$ cat config.mk
export PLATFORM = sky130hd
export DESIGN_NAME = spi_flash_arbiter
export DESIGN_NICKNAME = d
export VERILOG_FILES = /design/src/rtl/spi_flash_arbiter_pkg.sv /design/src/rtl/spi_flash_arbiter.sv
export SDC_FILE = /design/constraint.sdc
export NUM_CORES = 1
export LEC_CHECK = 0
export CORE_MARGIN = 10
export CORE_UTILIZATION = 42
export DETAILED_ROUTE_END_ITERATION = 6
export PLACE_DENSITY = 0.82
export SLEW_MARGIN = 30
export SYNTH_ARGS = -nofsm -noshare
export SYNTH_HDL_FRONTEND = slang
export SYNTH_SLANG_ARGS = --single-unit
$ cat constraint.sdc
create_clock -name clk -period 1.65 [get_ports clk]
set_input_delay 0.4125 -clock clk [delete_from_list [all_inputs] [get_ports clk]]
set_output_delay 0.4125 -clock clk [all_outputs]
set_load 0.01 [all_outputs]
$ cat src/rtl/spi_flash_arbiter_pkg.sv
// spi_flash_arbiter_pkg: shared FSM encodings, owner ids and flash command constants
package spi_flash_arbiter_pkg;
  localparam logic [2:0] GUARD   = 3'd0;
  localparam logic [2:0] IDLE    = 3'd1;
  localparam logic [2:0] OWN     = 3'd2;
  localparam logic [2:0] WAIT_HI = 3'd3;
  localparam logic [2:0] WAIT_LO = 3'd4;
  localparam logic OWNER_R0 = 1'b0;
  localparam logic OWNER_R1 = 1'b1;
  localparam logic [7:0] FAST_READ = 8'h0B;
endpackage

$ cat src/rtl/spi_flash_arbiter.sv
// spi_flash_arbiter: round-robin transaction arbiter sharing one SPI byte engine and flash cs
module spi_flash_arbiter
  import spi_flash_arbiter_pkg::*;
#(
  parameter int CS_HIGH_MIN = 4
) (
  input  logic       clk,
  input  logic       rst,
  input  logic       r0_req,
  output logic       r0_gnt,
  input  logic       r0_start,
  input  logic [7:0] r0_din,
  output logic       r0_busy,
  output logic       r0_done,
  input  logic       r1_req,
  output logic       r1_gnt,
  input  logic       r1_start,
  input  logic [7:0] r1_din,
  output logic       r1_busy,
  output logic       r1_done,
  output logic [7:0] rx_data,
  output logic       spi_start,
  output logic [7:0] spi_din,
  input  logic       spi_busy,
  input  logic [7:0] spi_dout,
  output logic       cs
);
  localparam logic [7:0] CSH = 8'(CS_HIGH_MIN);
  logic [2:0] state_q, state_d;
  logic [7:0] cnt_q, cnt_d, sdin_q, sdin_d, rx_q, rx_d;
  logic       owner_q, owner_d, last_q, last_d, cs_q, cs_d, start_q, start_d;
  logic [1:0] gnt_q, gnt_d, busy_q, busy_d, done_q, done_d;
  logic       own_req, own_start, nxt;
  logic [7:0] own_din;
  assign own_req   = owner_q ? r1_req : r0_req;
  assign own_start = owner_q ? r1_start : r0_start;
  assign own_din   = owner_q ? r1_din : r0_din;
  always_comb begin
    state_d = state_q;
    cnt_d   = cnt_q;
    sdin_d  = sdin_q;
    rx_d    = rx_q;
    owner_d = owner_q;
    last_d  = last_q;
    cs_d    = cs_q;
    start_d = start_q;
    gnt_d   = gnt_q;
    busy_d  = busy_q;
    done_d  = 2'b00;
    nxt     = (r0_req & r1_req) ? ~last_q : r1_req;
    case (state_q)
      GUARD: begin
        cnt_d   = cnt_q - 8'd1;
        state_d = (cnt_q <= 8'd1) ? IDLE : GUARD;
      end
      IDLE: if (r0_req | r1_req) begin
        owner_d = nxt;
        last_d  = nxt;
        cs_d    = 1'b0;
        gnt_d   = (nxt == OWNER_R1) ? 2'b10 : 2'b01;
        state_d = OWN;
      end
      OWN: if (!own_req) begin
        gnt_d   = 2'b00;
        cs_d    = 1'b1;
        cnt_d   = CSH;
        state_d = GUARD;
      end else if (own_start) begin
        sdin_d          = own_din;
        start_d         = 1'b1;
        busy_d[owner_q] = 1'b1;
        state_d         = WAIT_HI;
      end
      WAIT_HI: if (spi_busy) begin
        start_d = 1'b0;
        state_d = WAIT_LO;
      end
      WAIT_LO: if (!spi_busy) begin
        rx_d            = spi_dout;
        done_d[owner_q] = 1'b1;
        busy_d[owner_q] = 1'b0;
        state_d         = OWN;
      end
      default: state_d = GUARD;
    endcase
  end
  // last_q resets to R1 so requester 0 wins the first tie
  always_ff @(posedge clk or posedge rst) begin
    if (rst) begin
      state_q <= GUARD;
      cnt_q   <= CSH;
      sdin_q  <= 8'h00;
      rx_q    <= 8'h00;
      owner_q <= OWNER_R0;
      last_q  <= OWNER_R1;
      cs_q    <= 1'b1;
      start_q <= 1'b0;
      gnt_q   <= 2'b00;
      busy_q  <= 2'b00;
      done_q  <= 2'b00;
    end else begin
      state_q <= state_d;
      cnt_q   <= cnt_d;
      sdin_q  <= sdin_d;
      rx_q    <= rx_d;
      owner_q <= owner_d;
      last_q  <= last_d;
      cs_q    <= cs_d;
      start_q <= start_d;
      gnt_q   <= gnt_d;
      busy_q  <= busy_d;
      done_q  <= done_d;
    end
  end
  assign r0_gnt    = gnt_q[0];
  assign r1_gnt    = gnt_q[1];
  assign r0_busy   = busy_q[0];
  assign r1_busy   = busy_q[1];
  assign r0_done   = done_q[0];
  assign r1_done   = done_q[1];
  assign rx_data   = rx_q;
  assign spi_start = start_q;
  assign spi_din   = sdin_q;
  assign cs        = cs_q;
endmodule

Word level (Yosys, flattened, before mapping)
Cells that the tools add are included.

Flip-flop bits (word level): 37. Output and inout bits: 24. Latch bits: 0. ROM bits: 0. Logic and storage cells: 79. Input port bits: 31. Memories: 0. Bits in writable memories: 0.

Shifts and indexed selects: 0. Magnitude comparators: 3. Divide/modulo/power cells: 0. Equality and inequality tests: 11. $mul: 0. Mux-type cells: 32. Reductions and logical operators: 14. Add/subtract/negate cells: 1. Bitwise operators: 7.

Operator list (count): two-way mux 2 bit (8); two-way mux 8 bit (2); one-hot mux 8 bit (2 select lines) (1); two-way mux 3 bit (5); one-hot mux 3 bit (5 select lines) (1); != test 2 bit, second input constant (6); AND reduction 4 bit (3); two-way mux 1 bit (10); <= comparator 8 x 1 -> 1 bit, second input constant (1); one-hot mux 2 bit (2 select lines) (2); nonzero test 2 bit (4); subtractor 8 x 1 -> 8 bit, second input constant (1); == test 3 x 2 -> 1 bit, second input constant (2); AND reduction 2 bit (3); AND reduction 3 bit (2); one-hot mux 1 bit (2 select lines) (2); == test 3 x 1 -> 1 bit, second input constant (1); == test 3 bit, second input constant (1); zero test 3 bit (1); != test 3 bit, second input constant (1); AND 2 bit (1); < comparator 1 x 2 -> 1 bit, second input constant (1); NOT 1 bit (2); NOT 2 bit (1); 6 further kinds (6).

Longest topological paths before layout
Gate-level depths: netlist of run 1.

Depth in word-level cells: 8. Mapped depth: 7. Mapped depth without buffers: 6.

Least setup slack after synthesis of run 1
No wires, ideal clock.

Kind: register to register. From: register cnt_q[0]. To: register cnt_q[6]. Clock period less this slack: 1.666 ns. Setup time: 0.119 ns. Required time: 1.531 ns. Stages on the path, launching flop included: 7. Data arrival time: 1.546 ns. Setup slack: -0.016 ns. Cells stage by stage: dfrtp_1 inv_1 ha_1 or4b_4 nor4b_4 xnor2_1 nor2_2.

Longest elaborated chain between the ends: 2.

RTL lines: start, declared (line spi_flash_arbiter.sv:30) `logic [7:0] cnt_q, cnt_d, sdin_q, sdin_d, rx_q, rx_d;`; start signal, assigned (line spi_flash_arbiter.sv:103) `cnt_q <= cnt_d;`; subtractor 8 x 1 -> 8 bit (line spi_flash_arbiter.sv:53) `cnt_d = cnt_q - 8'd1;`; one-hot mux 8 bit (2 select lines) (line spi_flash_arbiter.sv:51) `case (state_q)`.

No other way between the ends. A chain may end at the register's enable or synchronous reset.

Final worst setup path of run 1
Same ends and word-level chain as after synthesis.

==> results of run 1 <==
==> routing by layer <==
metal	wire, microns	up-vias
li1	-	743
met5	0	-
met4	119	0
met1	1939	757
met3	310	11
met2	2322	46
==> worst max-delay path, delay by kind of cell (launching register included) <==
| kind | cells | cell delay, ps |
|---|---|---|
| fa+ha+maj | 1 | 130 |
| flops | 1 | 400 |
| buf+inv | 1 | 90 |
| xor+xnor | 1 | 160 |
| simple gates | 3 | 810 |
==> flip-flops by register name, summed over array words and instances, names as in the netlist, named ones only <==
name	flops
last_q	1
state_q	3
cs	1
done_q	2
rx_data	8
spi_start	1
spi_din	8
gnt_q	2
owner_q	1
cnt_q	8
==> synth_stat cells (3+ instances only) <==
cell / number / area (sq um)
a21oi_1: 11 / 55.05
buf_2: 5 / 25.02
dfrtp_1: 34 / 850.8
dfstp_2: 3 / 78.83
inv_1: 7 / 26.28
mux2_2: 10 / 112.6
mux2i_1: 10 / 100.1
nand2_1: 7 / 26.28
nand3_1: 4 / 20.02
nor2_1: 15 / 56.30
nor4_1: 5 / 31.28
o21ai_0: 6 / 30.03
xor2_1: 3 / 26.28
==> what timing repair did <==
item / in CTS / in global routing
pin swaps: 3 / 3
hold buffers: 0 / 0
endpoints found under the setup margin: 4 / 21
setup buffers: 1 / 4
resized for setup: 9 / 13
==> power breakdown <==
group	leakage (nW)	switching [mW]	internal, mW	total [mW]
Combinational	0.725	0.929	1.26	2.19
Clock	0.0542	0.305	0.377	0.682
Sequential	0.447	0.288	1.33	1.62
==> worst max-delay path by stage <==
stage	from	endpoint	slack [ps]
finish	cnt_q[0]	cnt_q[6]	-40
global route	cnt_q[0]	cnt_q[6]	-90
CTS	cnt_q[1]	cnt_q[6]	-50
detailed placement	r1_req	cnt_q[5]	-390
global placement	r1_req	cnt_q[5]	-300
floorplan	cnt_q[0]	cnt_q[6]	-10
==> logic make-up after synthesis <==
kind of cell,after synthesis,share of synthesized area
xor gates and xnor gates,5,0.02429
DFF,37,0.5156
buffers and inverters,17,0.04719
adders and majority gates,2,0.01388
muxes,20,0.1180
and+or+nand+nor,50,0.1638
AOI/OAI and AO/OA,33,0.1173
==> area by class of cell <==
class	count	area, sq um
Inverter	7	30.03
Multi-Input combinational cell	110	837.1
Clock buffer	7	96.34
Tap cell	50	62.56
Timing Repair Buffer	82	770.7
Clock inverter	1	5.005
Fill cell	327	1354
Sequential cell	37	930.9
==> out/qor.csv, run 1 <==
metric;value;unit
gr-total-overflow;0;
pre_cts_ws;-386.0;ps
avgSynthCellArea;10.99;sq um
reg2reg_to;cnt_q[6];
htreeDepth;2;
dieWidth;85.52;microns
violations;setup timing;
drv_slew;0;
setup_viol;1;
cts_buffer_depth;2;
grt_pass1_vias;1634;
power.total;4.494;mW
worstPathRequired;1830;ps
worst_pin_slew;426.7;ps
gp_congestion;0.7990;
fin_cells;294;
yosys_most_used_dff;dfrtp_1;
place_area;2532;sq um
die_h;85.52;microns
ys_seq_elements;37;
dieArea;7314;sq um
finalClockSkew;4.408;ps
period_share;1.024;
diodes;0;
clk_pin_slew_worst_paths;70;ps
rrSetupSlack;-40;ps
netlist-cell-type-count;45;
timing.setup.tns;-39.45;ps
cp.arrival;1870;ps
drive_gt1_frac;0.2746;
max_stage_delay;490;ps
vias;1557;
grt_use_total;0.1277;
ios;55;
synth_cells;164;
drt_wl_total;4.692;mm
ant_nets;0;
area_growth;51.56;%
met3_usage;0.04920;
status;complete, but fails checks;
min_path_type;input pin to asynchronous set/reset pin;
holdWs;477.4;ps
cts_root_buf;clkbuf_8;
reg2reg_depth;6;
placement.io_buffers;54;
hold_viol_final;0;
use_met2;0.2153;
r2r_start;cnt_q[0];
hpwl;3.538;mm
nNetsFinal;276;
post-route-drc-count;0;
layout_min_cycle_time;1689;ps
critical_path_class;register to register;
insertion_delay;290;ps
netlist_area;1803;sq um
dr.first_iter.drc_count;103;
initial_core_util;0.4412;
total_leakage_power;1.226;nW
synth-seq-area-share;0.5156;
stdcell_area;2733;sq um
cts_tree;done;
crit_path_max_fanout;3;
antenna_found_initial;0;
yosys_warnings;0;
row_count;23;
cts_sinks;37;
syn-num-nets;197;
top_usage_layer;met2;
final_util;0.6687;
fmax;591.9;MHz
wl_per_cell;15.96;microns
crit_path_cell_trace;inv_2 > ha_4 > or4b_4 > nor4b_4 > xnor2_1 > nor2_2;
relSlewSlack;0.7129;
grt_max_degree;38;
dp_cells;281;
powerDensity;1645;nW/um^2
layout_commonest_cell;clkdlybuf4s50_1;
layout_common_cells;clkdlybuf4s50_1, dfrtp_1, buf_4;
grt_first_pass_wirelength;7.652;mm
coreArea;4086;sq um
cts_made_buffers;5;
vias_per_cell;5.296;
endpoint_kind;register;
crit_path_top_delay_cell;or4b_4;
cap_violations;0;
synth_edf_count;0;
layout_setup_ws;-39.45;ps
synth-async-reset-ratio;1.000;
use_met1;0.1377;
rsz0062_at_grt;true;
startpoint_type;register;
first_pass_iters;4;
ir_worst_vdd;0.0008948;V
No activity file was read; power rests on OpenSTA's default activity.
==> inputs of run 2 (changes only) <==
--- a/config.mk
+++ b/config.mk
@@ -5,10 +5,12 @@
 export SDC_FILE = /design/constraint.sdc
 export NUM_CORES = 1
 export LEC_CHECK = 0
+export CELL_PAD_IN_SITES_DETAIL_PLACEMENT = 0
+export CELL_PAD_IN_SITES_GLOBAL_PLACEMENT = 1
 export CORE_MARGIN = 10
-export CORE_UTILIZATION = 42
+export CORE_UTILIZATION = 32
 export DETAILED_ROUTE_END_ITERATION = 6
-export PLACE_DENSITY = 0.82
+export PLACE_DENSITY = 0.81
 export SLEW_MARGIN = 30
 export SYNTH_ARGS = -nofsm -noshare
 export SYNTH_HDL_FRONTEND = slang
==> run 2 against run 1 <==
- highest routed layer unchanged
- global-route usage decreased by 2.7 points
- routed wire length fell by 2.3%
- setup slack lost 4.8 ps
- non-clock buffer count increased by 4
- worst hold slack worse by 8.6 ps
- final cell count rose by 8.8%
- the run still ends with setup timing left
- largest power group unchanged
- sequential power hardly changed
==> out/qor.csv, run 2 (synthesized netlist as in run 1, its figures left out) <==
metric;value;unit;change
pre_cts_ws;-370.9;ps;+15.11 ps
crit_path_max_fanout;3;;unchanged
coreArea;5473;sq um;+34%
rrSetupSlack;-40;ps;about the same
first_pass_iters;4;;unchanged
ant_nets;0;;unchanged
initial_core_util;0.3294;;-0.1118
intPower;3.223;mW;+8.5%
stdcell_area;2818;sq um;+3.1%
rsz0062_at_grt;true;;
crit_path_top_delay_cell;or4b_4;;
grt_max_degree;38;;unchanged
fmax;590.2;MHz;-0.28%
comb_power_share;0.465;;-0.022
r2r_start;cnt_q[0];;
dr.first_iter.drc_count;83;;-19%
ir_worst_vdd;0.0008822;V;-1.4%
finalClockSkew;6.948;ps;+2.540 ps
endpoint_kind;register;;
gp_congestion;0.8384;;+4.9%
min_path_type;input pin to asynchronous set/reset pin;;
max_stage_delay;490;ps;about the same
vias_per_cell;4.813;;-9.1%
wl_per_cell;14.33;microns;-10%
insertion_delay;290;ps;about the same
hpwl;3.375;mm;-4.6%
worstPathRequired;1830;ps;about the same
critical_path_class;register to register;;
cts_made_buffers;5;;unchanged
die_h;95.06;microns;+11%
grt_first_pass_wirelength;7.314;mm;-4.4%
dieWidth;95.06;microns;+11%
cts_tree;done;;
grt_use_total;0.1008;;-0.02685
grt_pass1_vias;1602;;-2.0%
relSlewSlack;0.7057;;-0.007206
diodes;0;;unchanged
layout_setup_ws;-44.24;ps;-4.790 ps
cts_root_buf;clkbuf_8;;
powerDensity;1682;nW/um^2;+2.3%
timing.setup.tns;-44.24;ps;-4.790 ps
ios;55;;unchanged
row_count;27;;+17%
total_leakage_power;1.269;nW;+3.4%
reg2reg_to;cnt_q[6];;
drv_slew;0;;unchanged
htreeDepth;2;;unchanged
gr-total-overflow;0;;unchanged
clk_pin_slew_worst_paths;80;ps;about the same
fin_cells;320;;+8.8%
startpoint_type;register;;
holdWs;468.8;ps;-8.595 ps
placement.io_buffers;54;;unchanged
post-route-drc-count;0;;unchanged
cts_sinks;37;;unchanged
violations;setup timing;;
cp.arrival;1880;ps;about the same
layout_min_cycle_time;1694;ps;+4.790 ps
hold_viol_final;0;;unchanged
crit_buf_inv;1;;unchanged
dp_cells;305;;+8.5%
final_util;0.5149;;-0.1538
drive_gt1_frac;0.2782;;+0.003636
area_growth;56.28;%;
layout_commonest_cell;clkdlybuf4s50_1;;
vias;1540;;-1.1%
place_area;2575;sq um;+1.7%
layout_common_cells;clkdlybuf4s50_1, dfrtp_1, buf_4;;
path_delay_family;simple AND/OR/NAND/NOR gates;;
nNetsFinal;280;;+1.4%
worst_pin_slew;437.4;ps;+10.71 ps
drt_wl_total;4.586;mm;-2.3%
cts_buffer_depth;2;;unchanged
reg2reg_depth;6;;unchanged
setup_viol;1;;unchanged
power.total;4.738;mW;+5.4%
p_switching;1.515;mW;-0.49%
dieArea;9036;sq um;+24%
pwr-share-clk;0.196;;+0.044
period_share;1.027;;+0.002903
crit_path_cell_trace;inv_2 > ha_4 > or4b_4 > nor4b_4 > xnor2_1 > nor2_2;;
power_frac_seq;0.338;;-0.023
swShare;0.3197;;-0.01904
cap_violations;0;;unchanged
antenna_found_initial;0;;unchanged
status;complete, but fails checks;;
==> run 2: timing repair <==
item	in CTS	in global routing
resized for setup	9	12
gates cloned	0	0
pin swaps	3	3
buffers inserted	3	4
hold buffers	0	0
setup endpoints to repair	4	15
==> run 2: worst max-delay path by stage <==
stage          startpoint       end  slack (ps)  depth (start not counted)
2_1_floorplan    cnt_q[0]  cnt_q[6]         -10                          6
3_3_place_gp       r1_req  cnt_q[5]        -310                          5
3_5_place_dp       r1_req  cnt_q[5]        -370                          5
4_1_cts          cnt_q[0]  cnt_q[6]         -50                          6
5_1_grt          cnt_q[0]  cnt_q[6]        -110                          6
6_report         cnt_q[0]  cnt_q[6]         -40                          6
==> run 2: layer usage <==
| layer | GRT usage | part of all wire |
|---|---|---|
| met3 | 0.04242 | 0.069 |
| met4 | 0.02993 | 0.0083 |
| met1 | 0.1119 | 0.42 |
| met2 | 0.1722 | 0.50 |
| met5 | 0 | 0 |
==> run 2: worst min-delay path: stages <==
cell	delay, ps
clkdlybuf4s50_1	390
inv_1	90
buf_12	230
==> run 2: final cells by class <==
type	count	area, sq um
clock inverters	3	65.06
well taps	72	90.09
inverters	7	30.03
fillers	516	2655
flip-flops and latches	37	930.9
clock buffers	5	68.82
repair buffers	86	808.3
multi-input cells	110	824.5
==> run 2: power groups by stage <==
stage | Sequential [mW] | Clock [mW] | Combinational, mW
floorplan | 1.70 | 0 | 0.964
global placement | 1.60 | 0 | 2.05
detailed placement | 1.62 | 0 | 2.07
CTS | 1.61 | 0.953 | 2.16
global route | 1.66 | 0.999 | 2.42
finish | 1.60 | 0.930 | 2.21
